[config.mk]
export PLATFORM = sky130hd
export DESIGN_NAME = lz77_decoder_flat
export DESIGN_NICKNAME = d
export VERILOG_FILES = /design/src/rtl/lz77_if.sv /design/src/rtl/lz77_decoder.sv /design/src/flat_wrapper.sv
export SDC_FILE = /design/constraint.sdc
export NUM_CORES = 1
export LEC_CHECK = 0
export ABC_CLOCK_PERIOD_IN_PS = 4800
export BUFFER_PORTS_ARGS = -buffer_cell sky130_fd_sc_hd__buf_2
export CAP_MARGIN = 20
export CORE_UTILIZATION = 50
export CTS_CLUSTER_SIZE = 28
export DETAILED_ROUTE_END_ITERATION = 12
export GPL_TIMING_DRIVEN = 0
export PLACE_DENSITY = 0.69
export SYNTH_ARGS = -nofsm -noshare
export SYNTH_HDL_FRONTEND = slang
export SYNTH_SLANG_ARGS = --single-unit
[constraint.sdc]
create_clock -name clk -period 4.8 [get_ports clk]
set_input_delay 0.48 -clock clk [delete_from_list [all_inputs] [get_ports clk]]
set_output_delay 0.48 -clock clk [all_outputs]
set_load 0.01 [all_outputs]
[src/rtl/lz77_if.sv]
// Token-in / byte-out handshake bundle for the LZ77 decoder.
// master = token source and byte sink side, slave = decoder side.
interface lz77_if #(
  parameter int DATA_W = 8,
  parameter int OFF_W  = 4,
  parameter int LEN_W  = 4
);
  logic              token_valid;
  logic              token_ready;
  logic [OFF_W-1:0]  token_offset;
  logic [LEN_W-1:0]  token_length;
  logic [DATA_W-1:0] token_char;
  logic [DATA_W-1:0] data_out;
  logic              data_valid;
  logic              data_ready;

  modport master (
    output token_valid, token_offset, token_length, token_char, data_ready,
    input  token_ready, data_out, data_valid
  );

  modport slave (
    input  token_valid, token_offset, token_length, token_char, data_ready,
    output token_ready, data_out, data_valid
  );
endinterface

[src/rtl/lz77_decoder.sv]
// LZ77 decoder: expands (offset, length, char) tokens into a byte stream
// using a circular history window. Copy bytes come out first, then the
// literal char. One byte per handshake; history writes land on the
// handshake edge so overlapping copies read back freshly written bytes.
module lz77_decoder #(
  parameter int DATA_W    = 8,
  parameter int WIN_DEPTH = 16,
  parameter int OFF_W     = 4,
  parameter int LEN_W     = 4,
  parameter int CNT_W     = 16
) (
  input  logic             clk,
  input  logic             rst,
  lz77_if.slave            bus,
  output logic             busy,
  output logic             err,
  output logic [CNT_W-1:0] out_count
);
  localparam int PTR_W = $clog2(WIN_DEPTH);
  localparam int HC_W  = PTR_W + 1;

  typedef enum logic [1:0] {IDLE, COPY, LIT} state_t;

  state_t            state, state_nxt;
  logic [DATA_W-1:0] hist [WIN_DEPTH];
  logic [PTR_W-1:0]  wr_ptr, rd_ptr;
  logic [HC_W-1:0]   hist_count;
  logic [LEN_W-1:0]  remaining;
  logic [DATA_W-1:0] char_q;
  logic [DATA_W-1:0] dout;
  logic              accept, beat, ref_ok;

  assign accept = bus.token_valid && (state == IDLE);
  // data_valid is high in every non-IDLE state, so a beat is just data_ready there
  assign beat   = (state != IDLE) && bus.data_ready;
  // offset must point inside what has actually been emitted so far
  assign ref_ok = (bus.token_length == '0) ||
                  ((bus.token_offset != '0) &&
                   (32'(bus.token_offset) <= 32'(hist_count)));

  // state register
  always_ff @(posedge clk or posedge rst) begin
    if (rst) state <= IDLE;
    else     state <= state_nxt;
  end

  // next-state logic; invalid references skip the copy and go straight to LIT
  always_comb begin
    state_nxt = state;
    case (state)
      IDLE: if (accept)
              state_nxt = (bus.token_length != '0 && ref_ok) ? COPY : LIT;
      COPY: if (beat && remaining == LEN_W'(1)) state_nxt = LIT;
      LIT:  if (beat) state_nxt = IDLE;
      default: state_nxt = IDLE;
    endcase
  end

  // outputs decoded from state; reset forces IDLE so data_valid drops at once
  always_comb begin
    bus.token_ready = (state == IDLE);
    bus.data_valid  = (state != IDLE);
    busy            = (state != IDLE);
    dout            = '0;
    case (state)
      COPY:    dout = hist[rd_ptr];
      LIT:     dout = char_q;
      default: dout = '0;
    endcase
    bus.data_out = dout;
  end

  // pointers, counters, latched literal and sticky error
  always_ff @(posedge clk or posedge rst) begin
    if (rst) begin
      wr_ptr     <= '0;
      rd_ptr     <= '0;
      hist_count <= '0;
      remaining  <= '0;
      char_q     <= '0;
      err        <= 1'b0;
      out_count  <= '0;
    end else if (accept) begin
      char_q <= bus.token_char;
      if (bus.token_length != '0) begin
        if (ref_ok) begin
          rd_ptr    <= wr_ptr - PTR_W'(bus.token_offset);
          remaining <= bus.token_length;
        end else begin
          err <= 1'b1;
        end
      end
    end else if (beat) begin
      wr_ptr    <= wr_ptr + PTR_W'(1);
      rd_ptr    <= rd_ptr + PTR_W'(1);
      out_count <= out_count + CNT_W'(1);
      if (hist_count != HC_W'(WIN_DEPTH)) hist_count <= hist_count + HC_W'(1);
      if (state == COPY) remaining <= remaining - LEN_W'(1);
    end
  end

  // history window write; contents need no reset since hist_count gates reads
  always_ff @(posedge clk) begin
    if (beat) hist[wr_ptr] <= dout;
  end
endmodule

[src/flat_wrapper.sv]
// flat-port wrapper written by rule: the top's interface ports become plain ports
module lz77_decoder_flat 
#(
  parameter int DATA_W    = 8,
  parameter int WIN_DEPTH = 16,
  parameter int OFF_W     = 4,
  parameter int LEN_W     = 4,
  parameter int CNT_W     = 16
)
  (clk, rst, busy, err, out_count, bus_token_valid, bus_token_offset, bus_token_length, bus_token_char, bus_data_ready, bus_token_ready, bus_data_out, bus_data_valid);
  lz77_if #(.DATA_W(DATA_W), .OFF_W(OFF_W), .LEN_W(LEN_W)) bus_i ();
  input  logic clk;
  input  logic rst;
  output logic busy;
  output logic err;
  output logic [CNT_W-1:0] out_count;
  input wire logic [$bits(bus_i.token_valid)-1:0] bus_token_valid;
  input wire logic [$bits(bus_i.token_offset)-1:0] bus_token_offset;
  input wire logic [$bits(bus_i.token_length)-1:0] bus_token_length;
  input wire logic [$bits(bus_i.token_char)-1:0] bus_token_char;
  input wire logic [$bits(bus_i.data_ready)-1:0] bus_data_ready;
  output wire logic [$bits(bus_i.token_ready)-1:0] bus_token_ready;
  output wire logic [$bits(bus_i.data_out)-1:0] bus_data_out;
  output wire logic [$bits(bus_i.data_valid)-1:0] bus_data_valid;
  assign bus_i.token_valid = bus_token_valid;
  assign bus_i.token_offset = bus_token_offset;
  assign bus_i.token_length = bus_token_length;
  assign bus_i.token_char = bus_token_char;
  assign bus_i.data_ready = bus_data_ready;
  assign bus_token_ready = bus_i.token_ready;
  assign bus_data_out = bus_i.data_out;
  assign bus_data_valid = bus_i.data_valid;
  lz77_decoder #(.DATA_W(DATA_W), .WIN_DEPTH(WIN_DEPTH), .OFF_W(OFF_W), .LEN_W(LEN_W), .CNT_W(CNT_W)) u_core (.clk(clk), .rst(rst), .bus(bus_i), .busy(busy), .err(err), .out_count(out_count));
endmodule
* After elaboration in Yosys (flattened, before gate mapping)
Memories as Yosys holds them, arrays and structs flattened.
Cells that the tools add are included.
W data, S select, Z words.
** Word-level totals
- Register bits after elaboration :: 44
- Memory bits (writable) :: 128
- Input port bits :: 20
- Output and inout bits :: 28
- Logic and storage cells :: 63
- Memories :: 1
** Operators by class
- Add/subtract/negate cells :: 6
- $lt $le $gt $ge :: 1
- Eq/ne operators :: 9
- Multiplexer cells :: 17
- Bitwise operators :: 2
- Reductions and logical operators :: 19
** Memories
- u_core.hist :: words 16, width 8, rd ports 1, clocked after memory_dff 0, wr ports 1, line lz77_decoder.sv:25 : logic [DATA_W-1:0] hist [WIN_DEPTH];
** Operators with widths (number)
- $mux W4 :: 9
- $add A16 B1 Y16 const B :: 1
- $pmux W8 S2 :: 1
- $reduce_and A3 Y1 :: 4
- $add A4 B1 Y4 const B :: 2
- $mux W2 :: 4
- $reduce_bool A4 Y1 :: 2
- $ne A2 B1 Y1 const B :: 3
- $pmux W2 S3 :: 1
- $reduce_bool A2 Y1 :: 3
- $add A5 B1 Y5 const B :: 1
- $le A4 B5 Y1 :: 1
- $logic_and A1 B1 Y1 :: 5
- $ne A5 B5 Y1 const B :: 1
- $eq A4 B1 Y1 const B :: 1
- $logic_not A4 Y1 :: 1
- $ne A2 B2 Y1 const B :: 2
- $reduce_and A4 Y1 :: 1
- $sub A4 B1 Y4 const B :: 1
- $sub A4 B4 Y4 :: 1
- $eq A2 B1 Y1 const B :: 1
- $eq A2 B2 Y1 const B :: 1
- $logic_not A2 Y1 :: 1
- $mux W1 :: 2
- other kinds (3) :: 4

* Depth between registers and ports, before layout
Gate-level depths: netlist of the first run.
- Depth in word-level cells :: 7
- Mapped depth :: 9

* Worst setup path before layout of the first run
Ideal clock, no wire load.
- Path kind :: register to output
- Start :: register u_core.rd_ptr[0]
- End :: output bus_data_out[6]
- Arrival :: 2.223 ns
- Required time :: 4.320 ns
- Path slack :: 2.097 ns
- Stages on the path, launching flop included :: 8
- Cell sequence :: dfrtp_1 -> buf_6 -> buf_6 -> buf_6 -> mux2i_1 -> o21ai_0 -> o22ai_1 -> o31ai_1
** Between the ends
- Word-level cells in the longest chain between the ends :: 2
** RTL lines
- from (decl) :: line lz77_decoder.sv:26 : logic [PTR_W-1:0] wr_ptr, rd_ptr;
- from (signal assigned) :: line lz77_decoder.sv:87 : rd_ptr <= wr_ptr - PTR_W'(bus.token_offset);
- from (signal assigned) :: line lz77_decoder.sv:95 : rd_ptr <= rd_ptr + PTR_W'(1);
- $mem_v2 Z16 W8
- $pmux W8 S2 :: line lz77_decoder.sv:65 : case (state)
- to (decl) :: line flat_wrapper.sv:23 : output wire logic [$bits(bus_i.data_out)-1:0] bus_data_out;
No other way between the ends.

* Worst setup path in the final report of the first run
- Start :: register u_core.rd_ptr[1]
- End :: output bus_data_out[7]
Same word-level chain as after synthesis.

==> metrics.yaml, run 1 <==
status: "finished clean"
synth_nets: 529
finalHoldViolations: 0
detail_route.wl_per_cell_um: 20.6
yosysSeqAreaShare_pct: 65.9
cp-endpoint: "bus_data_out[7]"
die_y_um: 125
cts_resized: 0
r2r_slack_ns: 1.77
yosysMostFrequentCell: "edfxtp_1"
antenna_found_initial: 0
drc: 0
leakage_nw: 3.30
crit_path_start: "u_core.rd_ptr[1]"
rsz0062_at_grt: "no"
overflow: 0
routed_via_density: 5.75
cp_common_cell: "buf_2"
async_reset_ff_share_pct: 25.6
final_cells: 761
cts.path.max_buffers: 2
drt-initial-drc-count: 400
setup-tns-final_ns: 0
ys_types: 51
cts.sinks: 172
syn_to_final_growth_pct: 16.3
dp_slack_ns: 1.45
cp-end-kind: "primary output"
fin_ws_ns: 0.972
die_w_um: 125
critPathTopFamily: "buffers and inverters"
pwr-share-seq_pct: 38.2
placedCellCount: 725
dominantRegCellSynth: "edfxtp_1"
coreArea_mm2: 0.0146
power_frac_clock_pct: 25.6
layout-drive-gt1-share_pct: 27.0
antennaDiodeCount: 0
synth_area_leaders: "edfxtp_1, dfrtp_1, mux4_2, ha_1, mux2i_1"
place_congestion: 0.764
maxSlewViolCount: 0
hpwl_mm: 10.1
skew_ns: 0.00797
ant_nets: 0
htree_levels: 4
synth_edf_count: 128
relSlewSlack_pct: 32.3
yosysWarnings: 0
avgSynthCellArea_um2: 15.4
cp.depth: 7
p_switching_mw: 1.89
worstRegToRegCells: 8
finalHoldWorstSlack_ns: 0.277
vdd_ir_drop_max_mv: 0.308
critPathRequiredTime_ns: 4.32
crit_chain: "buf_2 -> buf_1 -> mux4_2 -> mux2i_1 -> o21ai_0 -> buf_4 -> buf_2"
synth_area_leader_cell: "edfxtp_1"
cp-start-kind: "flop"
r2r_end: "u_core.hist[12][1]"
root_buffer: "clkbuf_16"
path_max_fanout: 10
post_cts_buffers: 0
cts_tree: "done"
finalSetupViolCount: 0
cpMaxStageDelayCell: "o21ai_0"
grt_pass1_wl_mm: 24.7
period_minus_slack_ns: 3.83
die_area_mm2: 0.0155
synth_top_area_share_pct: 51.2
drtPass1Iterations: 5
finish.utilization_pct: 59.8
grt_util_all_layers_pct: 21.4
max_cap_violations: 0
worstHoldPathType: "input port to flop"
internal_power_mw: 3.74
grt_pass1_vias: 4373
start_util_pct: 51.4
clk_latency_ns: 0.43
ys_ff_latch: 172
max_freq_ghz: 0.261
cts_buffers: 17
swShare_pct: 33.6
vias: 4372
critical_path_buf_inv_count: 4
row_count: 44
path_clk_slew_ns: 0.06
p_per_area_mw_per_mm2: 644
power_frac_comb_pct: 36.1
finalWirelength_mm: 15.7
layout.nets: 605
syn-cell-area_mm2: 0.00750
netlist_instances: 488
portBuffers: 47
tightest_slew_ns: 1.01
fillers: 1102
crit_arrival_ns: 3.35
cp_slowest_stage_delay_ns: 0.74
synthTopCellsByCount: "edfxtp_1, dfrtp_1, nor2_1"
grt_max_degree: 38
crit_type: "flop to primary output"
r2r-start: "u_core.rd_ptr[1]"
ioPinCount: 48
fin_crit_sh_pct: 79.8
-- power by group through the flow --
stage	combinational (mW)	sequential (mW)	clock, mW
2_1_floorplan	1.38	2.16	0
3_3_place_gp	1.85	2.18	0
3_5_place_dp	2.00	2.18	0
4_1_cts	2.01	2.15	1.46
5_1_grt	2.22	2.18	1.51
6_report	2.03	2.15	1.44
-- timing repair --
action / 4_1_cts / 5_1_grt
hold buffers: 1 / 0
endpoints found under the hold margin: 7 / 0
endpoints found under the setup margin: 0 / 0
-- layout by cell type (no fill, tap or decap), types with 19 or more instances in the layout --
cell type,n
a21oi_1,23
ha_1,20
mux2i_1,22
buf_2,49
mux4_2,22
edfxtp_1,128
mux2_2,19
xnor2_1,22
nor2_1,37
nand2_1,27
dfrtp_1,44
-- cell families (layout without fill, tap and decap cells) --
kind of cell	count (synthesis)	count (layout)	synth area share (%)
DFF	172	172	65.9
and+or+nand+nor	99	99	6.44
AOI/OAI and AO/OA	66	66	5.57
muxes	65	65	12.8
buffers and inverters	37	126	2.43
xor gates and xnor gates	28	28	3.27
adders and majority gates	21	21	3.60
-- flip-flops by register name (all words and copies together), names as in the netlist --
name and flops:
u_core.rd_ptr 4, u_core.remaining 4, u_core.hist_count 5, u_core.out_count 16, u_core.wr_ptr 4, u_core.state 2, u_core.hist 128, u_core.char_q 8
u_core.err 1
-- worst register-to-register path, stage by stage (launching register included) --
cell and delay (ns):
dfrtp_1 0.34, buf_2 0.27, buf_1 0.71, mux4_2 0.43
mux2i_1 0.14, nor2_1 0.06, a21oi_1 0.38, o31ai_2 0.23
buf_6 0.20
-- metrics by stage --
step | instance area (um^2) | power (mW)
6_report | 8730 | 5.63
5_1_grt | 8730 | 5.90
4_1_cts | 8710 | 5.63
3_5_place_dp | 8080 | 4.17
3_3_place_gp | 7970 | 4.03
2_1_floorplan | 7500 | 3.54
-- worst min path at each step --
| stage | slack [ns] | to | startpoint | cells after the start |
|---|---|---|---|---|
| 4_1_cts | 0.27 | u_core.char_q[0] | bus_token_char[0] | 2 |
| 2_1_floorplan | 0.47 | u_core.hist_count[3] | u_core.hist_count[3] | 1 |
| 5_1_grt | 0.28 | u_core.char_q[5] | bus_token_char[5] | 2 |
| 6_report | 0.28 | u_core.char_q[0] | bus_token_char[0] | 2 |
| 3_3_place_gp | 0.46 | u_core.out_count[15] | u_core.out_count[15] | 1 |
| 3_5_place_dp | 0.39 | u_core.out_count[13] | rst | 2 |
-- layout make-up --
cell class | count | area (um^2) | share of cell area, %
multi-input cells | 279 | 2420 | 27.7
plain buffers | 20 | 119 | 1.36
repair buffers | 57 | 329 | 3.77
flip-flops and latches | 172 | 4940 | 56.6
inverters | 17 | 63.8 | 0.731
clock inverters | 13 | 189 | 2.16
clock buffers | 19 | 433 | 4.96
well taps | 184 | 230 | 2.64
-- layer usage --
layer  wire length (um)  global-route usage [%]
met1               6810                    28.3
met2               7800                    35.1
met3                813                    4.90
met5                  0                       0
met4                257                    7.09
No activity file was read; power rests on OpenSTA's default activity.
==> run 2, diff against run 1 <==
--- a/config.mk
+++ b/config.mk
@@ -5,7 +5,8 @@
 export SDC_FILE = /design/constraint.sdc
 export NUM_CORES = 1
 export LEC_CHECK = 0
-export ABC_CLOCK_PERIOD_IN_PS = 4800
+export ABC_AREA = 1
+export ABC_CLOCK_PERIOD_IN_PS = 3700
 export BUFFER_PORTS_ARGS = -buffer_cell sky130_fd_sc_hd__buf_2
 export CAP_MARGIN = 20
 export CORE_UTILIZATION = 50
==> constraint.sdc (replaced) <==
create_clock -name clk -period 3.7 [get_ports clk]
set_input_delay 0.37 -clock clk [delete_from_list [all_inputs] [get_ports clk]]
set_output_delay 0.37 -clock clk [all_outputs]
set_load 0.01 [all_outputs]
==> run 2 against run 1 <==
Effect of this change:
- core utilization fell by 1.1 points
- worst setup slack got worse by 0.78 ns
- combinational power rose by 32%
- cell area rose by 7.0%
- synthesized cell count rose by 74%
- clock power rose by 23%
- routed wire length rose by 20%
- cell count rose by 52%
- first-iteration DRC count rose by 47%
- non-clock buffer count rose by 11
- sequential cell count did not move
- largest cell class unchanged
==> metrics.yaml, run 2 <==
status: "finished clean"
critPathRequiredTime_ns: 3.33  # -0.99 ns
cts_buffers: 17  # unchanged
r2r_end: "u_core.hist[6][1]"
relSlewSlack_pct: 26.6  # -5.7 points
layout.nets: 966  # +60%
final_cells: 1154  # +52%
hold_end: "u_core.char_q[0]"
pwr-share-seq_pct: 37.2  # -1.0 points
synth_area_leader_cell: "edfxtp_1"
cp_common_cell: "nand3_1"
crit_arrival_ns: 3.13  # -0.22 ns
routed_via_density: 5.12  # -11%
finish.utilization_pct: 58.8  # -1.1 points
drc: 0  # unchanged
cts_tree: "done"
grt_pass1_wl_mm: 29.6  # +20%
max_cap_violations: 0  # unchanged
yosysWarnings: 0  # unchanged
largest_reg_flops: 128  # unchanged
placedCellCount: 1121  # +55%
finalHoldViolations: 0  # unchanged
min_from: "bus_token_char[0]"
row_count: 46  # +4.5%
drtPass1Iterations: 6  # +1
overflow: 0  # unchanged
ioPinCount: 48  # unchanged
worstHoldPathType: "input port to flop"
layout-drive-gt1-share_pct: 14.0  # -13 points
cpMaxStageDelayCell: "a21oi_2"
path_clk_slew_ns: 0.07  # about the same
r2r_slack_ns: 0.92  # -0.85 ns
top_regs: "u_core.hist x128, u_core.out_count x16, u_core.char_q x8"
yosysMostFrequentCell: "nand2_1"
cts.path.max_buffers: 2  # unchanged
die_w_um: 129  # +4.0%
post_cts_buffers: 0  # unchanged
finalWirelength_mm: 18.9  # +20%
portBuffers: 47  # unchanged
antenna_found_initial: 0  # unchanged
whs_path_depth: 3  # +1
ys_ff_latch: 172  # unchanged
crit_chain: "buf_2 -> clkbuf_1 -> nand3_1 -> nand3_1 -> nand3_1 -> nand2_1 -> nand2_1 -> a21oi_2 -> buf_2"
async_reset_ff_share_pct: 25.6  # unchanged
worstRegToRegCells: 8  # unchanged
grt_pass1_vias: 5550  # +27%
grtUsageMet1_pct: 33.5  # +5.1 points
detail_route.wl_per_cell_um: 16.4  # -21%
antennaDiodeCount: 0  # unchanged
synth_top_area_share_pct: 47.3  # -3.9 points
drt-initial-drc-count: 588  # +47%
die_y_um: 129  # +4.0%
tightest_slew_ns: 1.10  # +0.0897 ns
fin_crit_sh_pct: 94.7
r2r-start: "u_core.rd_ptr[1]"
syn-cell-area_mm2: 0.00813  # +8.3%
power_frac_clock_pct: 25.0  # -0.6 points
vdd_ir_drop_max_mv: 0.360  # +17%
maxSlewViolCount: 0  # unchanged
regMostFlops: "u_core.hist"
finalHoldWorstSlack_ns: 0.137  # -0.141 ns
max_freq_ghz: 0.285
cp-end-kind: "primary output"
dp_slack_ns: 0.763  # -0.684 ns
ys_types: 28  # -45%
fillers: 1384  # +26%
power_frac_comb_pct: 37.8  # +1.7 points
die_area_mm2: 0.0168  # +8.2%
finalSetupViolCount: 0  # unchanged
vias: 5904  # +35%
use_met2_pct: 38.0  # +2.8 points
cts.sinks: 172  # unchanged
dominantRegCellSynth: "edfxtp_1"
leakage_nw: 4.37  # +33%
path_max_fanout: 17  # +7
synth_area_leaders: "edfxtp_1, dfrtp_1, nand2_1, nand3_1, inv_1"
synthTopCellsByCount: "nand2_1, inv_1, edfxtp_1"
p_per_area_mw_per_mm2: 760  # +18%
top_usage_layer: "met2"
skew_ns: 0.00848  # +0.000512 ns
yosysSeqAreaShare_pct: 60.8  # -5.1 points
htree_levels: 4  # unchanged
synth_edf_count: 128  # unchanged
clk_latency_ns: 0.43  # about the same
cts_resized: 0  # unchanged
grt_util_all_layers_pct: 24.5  # +3.0 points
cp_slowest_stage_delay_ns: 0.86  # +0.12 ns
fin_ws_ns: 0.195  # -0.777 ns
ant_nets: 0  # unchanged
place_congestion: 0.861  # +13%
swShare_pct: 39.3  # +5.7 points
period_minus_slack_ns: 3.50
hpwl_mm: 13.1  # +30%
p_switching_mw: 2.79  # +48%
internal_power_mw: 4.30  # +15%
root_buffer: "clkbuf_16"
syn_to_final_growth_pct: 14.9
start_util_pct: 51.2  # -0.27 points
crit_type: "flop to primary output"
coreArea_mm2: 0.0159  # +8.9%
grt_max_degree: 28  # -26%
setup-tns-final_ns: 0  # unchanged
final_cell_mix: "nand2_1, inv_1, edfxtp_1"
avgSynthCellArea_um2: 9.55  # -38%
gr-usage-met3_pct: 5.41  # +0.51 points
final_common_cell: "nand2_1"
cp-start-kind: "flop"
synth_nets: 892  # +69%
rsz0062_at_grt: "no"
netlist_instances: 851  # +74%
run 2: cell types whose count changed after synthesis, moves of 6 or more:
cell	change
a21oi_1	-11
buf_2	+18
inv_1	+123
mux2_2	-19
mux2i_1	-22
mux4_2	-22
nand2_1	+239
nand3_1	+108
nor2_1	-12
o31ai_1	-6
xnor2_1	-10
xor2_1	+9
run 2: cell type report:
cell class	count	area (um^2)	area share, %
sequential	172	4940	53.0
timing repair buffer	55	330	3.54
tap	216	270	2.89
clock inverter	15	161	1.73
inverter	143	537	5.75
buffer	33	179	1.92
multi-input combinational	503	2490	26.7
clock buffer	17	425	4.56
run 2: power by group through the flow:
stage | registers [mW] | clock network (mW) | logic [mW]
after floorplan | 2.65 | 0 | 1.74
after global placement | 2.68 | 0 | 2.52
after detailed placement | 2.67 | 0 | 2.62
after CTS | 2.64 | 1.79 | 2.65
after global routing | 2.67 | 1.87 | 2.98
final | 2.64 | 1.77 | 2.68
run 2: repair_timing:
action | in CTS | in global routing
hold buffers | 1 | 0
endpoints found under the setup margin | 0 | 0
endpoints found under the hold margin | 17 | 0
run 2: cell families (layout without fill, tap and decap cells):
family | count (synthesis) | after routing | share of synthesized area, %
buffers and inverters | 176 | 263 | 8.81
and+or+nand+nor | 424 | 424 | 22.1
adders and majority gates | 21 | 21 | 3.33
xor gates and xnor gates | 27 | 27 | 2.91
AOI/OAI and AO/OA | 31 | 31 | 2.02
DFF | 172 | 172 | 60.8
run 2: layer usage:
layer,vias to the layer above,wire (um)
met5,-,0
li1,2859,-
met3,37,1440
met4,0,527
met2,235,8740
met1,2773,8160
run 2: worst max-delay path: cells and delay by family, from the launching register on:
family,cells,cell delay [ns]
AO/OA/AOI/OAI,1,0.86
buffers and inverters,3,0.97
flip-flops,1,0.34
AND/OR/NAND/NOR,5,0.53
run 2: how the worst max path moves through the flow:
stage	depth (start not counted)	slack (ns)	to	from
2_1_floorplan	9	1.58	bus_data_out[2]	u_core.rd_ptr[1]
3_3_place_gp	10	0.09	bus_data_out[4]	u_core.rd_ptr[1]
3_5_place_dp	9	0.76	bus_data_out[1]	u_core.rd_ptr[1]
4_1_cts	9	0.30	bus_data_out[1]	u_core.rd_ptr[1]
5_1_grt	9	0.06	bus_data_out[1]	u_core.rd_ptr[1]
6_report	9	0.20	bus_data_out[1]	u_core.rd_ptr[1]
run 2: through the flow:
stage	total power, mW	cell area [um^2]
after global placement	5.20	8630
after global routing	7.51	9340
final	7.09	9340
after CTS	7.07	9340
after detailed placement	5.29	8740
after floorplan	4.38	8130
